$ cat config.mk
export PLATFORM = sky130hd
export DESIGN_NAME = alu_issue_writeback
export DESIGN_NICKNAME = d
export VERILOG_FILES = /design/src/rtl/alu_issue_writeback.sv
export SDC_FILE = /design/constraint.sdc
export NUM_CORES = 1
export LEC_CHECK = 0
export CAP_MARGIN = 30
export CORE_MARGIN = 2
export CORE_UTILIZATION = 45
export CTS_CLUSTER_SIZE = 14
export DETAILED_ROUTE_END_ITERATION = 7
export GPL_TIMING_DRIVEN = 0
export PLACE_DENSITY = 0.69
export SYNTH_ARGS = -nofsm -noshare
export SYNTH_HDL_FRONTEND = slang
export SYNTH_SLANG_ARGS = --single-unit
$ cat constraint.sdc
create_clock -name clk -period 24.2 [get_ports clk]
set_input_delay 4.84 -clock clk [delete_from_list [all_inputs] [get_ports clk]]
set_output_delay 4.84 -clock clk [all_outputs]
set_load 0.005 [all_outputs]
$ cat src/rtl/alu_issue_writeback.sv
// rtl/alu_issue_writeback.sv - issue, EX register and buffered writeback around the 32-bit ALU
module alu_issue_writeback #(
  parameter int NREGS = 8,
  parameter int AW    = 3
) (
  input  logic          clk,
  input  logic          reset,
  input  logic          instr_valid,
  output logic          instr_ready,
  input  logic [3:0]    instr_op,
  input  logic [AW-1:0] instr_rd,
  input  logic [AW-1:0] instr_ra,
  input  logic [AW-1:0] instr_rb,
  input  logic [4:0]    instr_shamt,
  input  logic [31:0]   instr_imm,
  output logic [31:0]   alu_a,
  output logic [31:0]   alu_b,
  output logic          alu_c_0,
  output logic          alu_const_var,
  output logic          alu_shift_direction,
  output logic [1:0]    alu_function_class,
  output logic [1:0]    alu_logic_function,
  output logic [4:0]    alu_const_amount,
  input  logic [31:0]   alu_s,
  output logic          wb_valid,
  input  logic          wb_ready,
  output logic [AW-1:0] wb_rd,
  output logic [31:0]   wb_data,
  output logic          err_illegal,
  input  logic [AW-1:0] dbg_addr,
  output logic [31:0]   dbg_data
);

  logic [31:0]   rf_q [NREGS];

  // EX register; the alu_* outputs are driven straight from it so they hold while idle
  logic          ex_valid_q, ex_valid_d;
  logic          ex_ldi_q;
  logic [AW-1:0] ex_rd_q;
  logic [31:0]   ex_imm_q;
  logic [31:0]   alu_a_q, alu_b_q;
  logic          alu_c_0_q, alu_cv_q, alu_dir_q;
  logic [1:0]    alu_class_q, alu_lf_q;
  logic [4:0]    alu_amt_q;

  logic          wb_valid_q, wb_valid_d;
  logic [AW-1:0] wb_rd_q, wb_rd_d;
  logic [31:0]   wb_data_q, wb_data_d;
  logic          err_q, err_d;

  logic          dec_legal, dec_ldi, dec_c0, dec_cv, dec_dir;
  logic [1:0]    dec_class, dec_lf;
  logic [31:0]   ex_result, opa, opb;
  logic          ex_retire, accept, fwd_en;

  assign ex_result   = ex_ldi_q ? ex_imm_q : alu_s;
  assign ex_retire   = ex_valid_q && (!wb_valid_q || wb_ready);
  assign instr_ready = !ex_valid_q || ex_retire;
  assign accept      = instr_valid && instr_ready;

  // The retiring result is written on the same edge this read is captured, so bypass it
  assign fwd_en = ex_retire && (ex_rd_q != '0);
  assign opa    = (fwd_en && (instr_ra == ex_rd_q)) ? ex_result : rf_q[instr_ra];
  assign opb    = (fwd_en && (instr_rb == ex_rd_q)) ? ex_result : rf_q[instr_rb];

  // Opcode decode into ALU control fields; unused fields stay 0
  always_comb begin
    dec_legal = 1'b1;
    dec_ldi   = 1'b0;
    dec_class = 2'b00;
    dec_lf    = 2'b00;
    dec_c0    = 1'b0;
    dec_cv    = 1'b0;
    dec_dir   = 1'b0;
    case (instr_op)
      4'd0:  dec_class = 2'b10;
      4'd1:  begin dec_class = 2'b10; dec_c0 = 1'b1; end
      4'd2:  begin dec_class = 2'b01; dec_c0 = 1'b1; end
      4'd3:  begin dec_class = 2'b11; dec_lf = 2'b00; end
      4'd4:  begin dec_class = 2'b11; dec_lf = 2'b01; end
      4'd5:  begin dec_class = 2'b11; dec_lf = 2'b10; end
      4'd6:  begin dec_class = 2'b11; dec_lf = 2'b11; end
      4'd7:  dec_dir = 1'b1;
      4'd8:  dec_dir = 1'b0;
      4'd9:  begin dec_cv = 1'b1; dec_dir = 1'b1; end
      4'd10: dec_cv = 1'b1;
      4'd11: dec_ldi = 1'b1;
      default: dec_legal = 1'b0;
    endcase
  end

  // Next-state for EX occupancy, writeback buffer and the sticky error flag
  always_comb begin
    ex_valid_d = ex_valid_q;
    wb_valid_d = wb_valid_q;
    wb_rd_d    = wb_rd_q;
    wb_data_d  = wb_data_q;
    err_d      = err_q;
    if (ex_retire) begin
      ex_valid_d = 1'b0;
    end
    if (accept) begin
      if (dec_legal) begin
        ex_valid_d = 1'b1;
      end else begin
        err_d = 1'b1;
      end
    end
    if (ex_retire) begin
      wb_valid_d = 1'b1;
      wb_rd_d    = ex_rd_q;
      wb_data_d  = ex_result;
    end else if (wb_ready) begin
      wb_valid_d = 1'b0;
    end
  end

  // EX register: loads only on a legal accept
  always_ff @(posedge clk or posedge reset) begin
    if (reset) begin
      ex_valid_q  <= 1'b0;
      ex_ldi_q    <= 1'b0;
      ex_rd_q     <= '0;
      ex_imm_q    <= '0;
      alu_a_q     <= '0;
      alu_b_q     <= '0;
      alu_c_0_q   <= 1'b0;
      alu_cv_q    <= 1'b0;
      alu_dir_q   <= 1'b0;
      alu_class_q <= 2'b00;
      alu_lf_q    <= 2'b00;
      alu_amt_q   <= '0;
    end else begin
      ex_valid_q <= ex_valid_d;
      if (accept && dec_legal) begin
        ex_ldi_q    <= dec_ldi;
        ex_rd_q     <= instr_rd;
        ex_imm_q    <= instr_imm;
        alu_a_q     <= opa;
        alu_b_q     <= opb;
        alu_c_0_q   <= dec_c0;
        alu_cv_q    <= dec_cv;
        alu_dir_q   <= dec_dir;
        alu_class_q <= dec_class;
        alu_lf_q    <= dec_lf;
        alu_amt_q   <= instr_shamt;
      end
    end
  end

  // Writeback buffer and error flag
  always_ff @(posedge clk or posedge reset) begin
    if (reset) begin
      wb_valid_q <= 1'b0;
      wb_rd_q    <= '0;
      wb_data_q  <= '0;
      err_q      <= 1'b0;
    end else begin
      wb_valid_q <= wb_valid_d;
      wb_rd_q    <= wb_rd_d;
      wb_data_q  <= wb_data_d;
      err_q      <= err_d;
    end
  end

  // Register file; entry 0 is never written so it always reads 0
  always_ff @(posedge clk or posedge reset) begin
    if (reset) begin
      for (int i = 0; i < NREGS; i++) begin
        rf_q[i] <= '0;
      end
    end else if (ex_retire && (ex_rd_q != '0)) begin
      rf_q[ex_rd_q] <= ex_result;
    end
  end

  assign alu_a               = alu_a_q;
  assign alu_b               = alu_b_q;
  assign alu_c_0             = alu_c_0_q;
  assign alu_const_var       = alu_cv_q;
  assign alu_shift_direction = alu_dir_q;
  assign alu_function_class  = alu_class_q;
  assign alu_logic_function  = alu_lf_q;
  assign alu_const_amount    = alu_amt_q;
  assign wb_valid            = wb_valid_q;
  assign wb_rd               = wb_rd_q;
  assign wb_data             = wb_data_q;
  assign err_illegal         = err_q;
  assign dbg_data            = rf_q[dbg_addr];

endmodule

# After elaboration in Yosys (flattened, before gate mapping)
# Index checks and enable logic that the tools add are counted.
dict set report classes {
  magnitude_cmp 5
  n_eq_ne 13
  n_mux 27
  bitwise 5
  n_reduce_logical 21
}
# cell n
set op_table {}
lappend op_table {{2-to-1 mux 32 bit} 10}
lappend op_table {{binary-select mux 32 bit (select 3 bit)} 3}
lappend op_table {{bitwise mux 256 bit} 1}
lappend op_table {{demux 32 bit (select 3 bit)} 1}
lappend op_table {{equality test 4 x 3 -> 1 bit (second input constant)} 4}
lappend op_table {{equality test 4 bit (second input constant)} 4}
lappend op_table {{greater-or-equal comparator 4 bit (second input constant)} 4}
lappend op_table {{inverter 3 -> 4 bit} 4}
lappend op_table {{case mux 2 bit (3 select lines)} 2}
lappend op_table {{OR reduction 12 bit} 1}
lappend op_table {{2-to-1 mux 1 bit} 10}
lappend op_table {{equality test 4 x 2 -> 1 bit (second input constant)} 2}
lappend op_table {{OR reduction 2 bit} 4}
lappend op_table {{logical AND 1 bit} 7}
lappend op_table {{equality test 3 bit} 2}
lappend op_table {{equality test 4 x 1 -> 1 bit (second input constant)} 1}
lappend op_table {{zero test 4 bit} 1}
lappend op_table {{< comparator 4 x 1 -> 1 bit (second input constant)} 1}
lappend op_table {{OR reduction 4 bit} 1}
lappend op_table {{nonzero test 3 bit} 1}
lappend op_table {{zero test 1 bit} 2}
lappend op_table {{logical OR 1 bit} 2}
lappend op_table {{AND reduction 2 bit} 1}
lappend op_table {{nonzero test 2 bit} 1}
lappend op_table {{inverter 1 bit} 1}
dict set report word_totals {
  register_bits 406
  in_bits 89
  output_inout_bits 146
  elab_cells 95
}

# Logic depth before layout (Yosys ltp)
dict set report logic_depth {
  ltp_word 6
  ltp_mapped 8
  depth_no_buf 5
}

# Worst setup path before layout
# Ideal clock, no wire load.
dict set report synth_timing {
  kind {input port to output port}
  startpoint {in dbg_addr[0]}
  endpoint {out dbg_data[0]}
  arrival_ns 6.143
  t_required_ns 19.360
  setup_slack_ns 13.217
  path_stages 4
  path_buffers 2
  path_cell_list {buf_2 buf_2 mux4_2 mux2_2}
}
dict set report synth_between {
  elab_chain_len 4
}
# element line_no
set synth_rtl {}
lappend synth_rtl {{from (decl)} 30} ;# input logic [AW-1:0] dbg_addr,
lappend synth_rtl {{inverter 3 -> 4 bit (not written as such)} 189} ;# assign dbg_data = rf_q[dbg_addr];
lappend synth_rtl {{binary-select mux 32 bit (select 3 bit)} 189}
lappend synth_rtl {{2-to-1 mux 32 bit (not written as such) (2 in series)} 189}
lappend synth_rtl {{to (decl)} 31} ;# output logic [31:0] dbg_data
# No other way between the ends. The select of a mux whose other input is x is not followed.

# Worst setup path after layout
dict set report layout_timing {
  startpoint {in dbg_addr[1]}
  endpoint {out dbg_data[31]}
}
# The elaborated chain is that of the path after synthesis.

==> run metrics <==
GRT Overall Usage=29.2%; final hold viol count=0; Crit Path Class=in -> out; Min-Delay Path Class=reg -> reg; grt peak-use layer=met2; cell internal pwr=1930 uW; final non-filler cell area=26,100 um^2; H-Tree Depth=2; crit end category=primary output; slowest library cell on the worst path=clkbuf_1; routed len/inst=26.5 um; Comb pwr share=33.2%; PortBufs=225; Tmin final=12.29 ns; sw frac=32.6%; Lkg Pwr=0.0110 uW; Buf/Inv on CP=3; hold buffers post-CTS=0; met2 Resource Use GR=45.4%; largest net degree at the start of global routing=127; critical-path cell list=clkbuf_1, clkbuf_1, mux4_2, mux2_2, clkdlybuf4s50_1; # Post-CTS Setup Buffers=0; Filler Cell Count=3,919; initial antenna violation count=0; Synth Flop Type=dfrtp_1; R2R Setup Slk=21.55 ns; status=completed; hold path depth=1; post-synthesis net count=1,825; die area=48,900 um^2; commonest cells in the netlist=dfrtp_1, nand2_1, mux4_2; drt drc=0; Ys Warns=0; die width=221 um; peak supply drop=0.0618 mV; routed vias=16,500; total core area=46,600 um^2; RSZ-0062 raised after global routing=false; Root Buffer=clkbuf_16; drt first pass iters=8; switching power=930 uW; Max FO, Critical Path=10; synthesized cell area=21,200 um^2; worst skew pair latency=0.61 ns; grt met1 use=38.2%; Num CTS Buffers=45; post-synth top area share=47.9%; Mapped Cells=1,736; dpl hpwl=48.3 mm; Final ANT Viol Nets=0; Final TNS setup=0 ns; Reg clk slew, reported paths=0.06 ns; I/O Pins=235; drt initial violations=1,631; Critical Path Most Common Cell=clkbuf_1; Slew HR=29.9%; TritonCTS clock tree=yes; max_cap viols=0; Critical Path RT=19.36 ns; global-route wire length before repair=107 mm; Seq/Total Area, Yosys=47.9%; Clock power frac=25.9%; Least-Margin Pin Slew=1.02 ns; layout cells sized above 1=25.9%; number of global-route vias before repair=17,000; Initial Util=45.6%; area leader, netlist=dfrtp_1; CP Launch Type=primary input; total global routing overflow=0; placed inst area=24,500 um^2; Synth Area per Inst=12.2 um^2; final WL=71.0 mm; most common cell in the netlist=dfrtp_1; EDFF count, synth=0; Tcrit/Tclk final=50.8%; Final Max Slew Viols=0; Die Ht=221 um; asr flop ratio synth=100%; Reg power frac=40.9%; row cnt=79; Resized Gates After CTS=0; Worst Clk Skew=0.0302 ns; CTS sink cnt=406; GRT met3 Usage=7.61%; Reg2Reg Depth=6; clk buf depth=3; Achievable Freq=81.4 MHz; # diodes=0; Area Overhead vs Synth=23.2%; routed vias/inst=6.18; Synth Register Bits=406; Worst EP arrival=7.45 ns; Critical Path Stages=5; synth unique cells=45; RePlAce Congestion=0.903; Pwr Density=109 nW/um^2; setup violators final=0; critical path's top delay family=buffers and inverters; nets=2,127; slowest stage delay, CP=0.77 ns; Area contributors post-synth=dfrtp_1, mux4_2, nand2_1, mux2i_1, o21ai_2
-- flip-flops by register name (all words and copies together) (netlist names), 2 cells and up --
name and flops:
alu_const_amount 5, alu_function_class 2, rf_q 256, alu_logic_function 2, ex_rd_q 3, wb_data 32
alu_a 32, ex_imm_q 32, wb_rd 3, alu_b 32
-- power groups by stage --
stage          Combinational (uW)  Clock, uW  Sequential, uW
2_1_floorplan                 597          0            1090
3_5_place_dp                  942          0            1170
4_1_cts                       949        745            1160
6_report                      947        739            1170
3_3_place_gp                  911          0            1140
5_1_grt                      1030        777            1200
-- placed cells by master, fill, tap and decap left out, types with 27 or more instances in the layout --
| cell type | instances |
|---|---|
| dfrtp_1 | 406 |
| nand2_1 | 332 |
| clkdlybuf4s50_1 | 225 |
| mux4_2 | 192 |
| nor2_1 | 100 |
| a21oi_1 | 98 |
| mux2i_1 | 96 |
| clkbuf_1 | 88 |
| o21ai_2 | 87 |
| o21ai_0 | 66 |
| o221ai_1 | 62 |
| clkbuf_16 | 45 |
| buf_2 | 43 |
| buf_4 | 40 |
| mux2_2 | 34 |
| buf_6 | 27 |
-- worst paths after layout --
path	start	to
worst max-delay path	dbg_addr[1]	dbg_data[31]
worst min-delay path	err_illegal	err_illegal
worst max register to register	wb_valid	wb_data[10]
worst min register to register	err_illegal	err_illegal
max in group asynchronous	reset	alu_b[13]
min in group asynchronous	reset	ex_imm_q[30]
-- metrics by stage --
step	hold slack, ns	utilization (%)	cells	total power, uW	worst slack, ns
after floorplan	0.445	-	1736	1690	8.07
after global placement	0.454	52.1	2568	2060	3.27
after detailed placement	0.461	52.7	2593	2110	12.06
after CTS	0.477	56.0	2673	2850	12.05
after global routing	0.500	56.1	2678	3000	11.95
final	0.472	56.1	2678	2850	11.91
-- layer usage --
| metal | vias up | wire [um] |
|---|---|---|
| li1 | 6989 | - |
| met1 | 8400 | 27300 |
| met2 | 959 | 33100 |
| met3 | 197 | 7310 |
| met4 | 0 | 3320 |
| met5 | - | 0 |
-- logic make-up after synthesis --
| group | count (synthesis) | synth area share [%] |
|---|---|---|
| multiplexers | 323 | 26.8 |
| AND/OR/NAND/NOR | 474 | 9.24 |
| buffers and inverters | 182 | 4.75 |
| flip-flops | 406 | 47.9 |
| AO/OA/AOI/OAI | 346 | 11.2 |
| XOR/XNOR | 5 | 0.206 |
-- cell type report --
| class | instances | area, um^2 | share of cell area [%] |
|---|---|---|---|
| inverters | 6 | 30.0 | 0.115 |
| repair buffers | 255 | 2570 | 9.85 |
| clock inverters | 19 | 303 | 1.16 |
| plain buffers | 176 | 985 | 3.77 |
| flip-flops and latches | 406 | 10200 | 38.9 |
| well taps | 607 | 759 | 2.91 |
| clock buffers | 61 | 1270 | 4.84 |
| multi-input cells | 1148 | 10100 | 38.5 |
No activity file was read; power rests on OpenSTA's default activity.
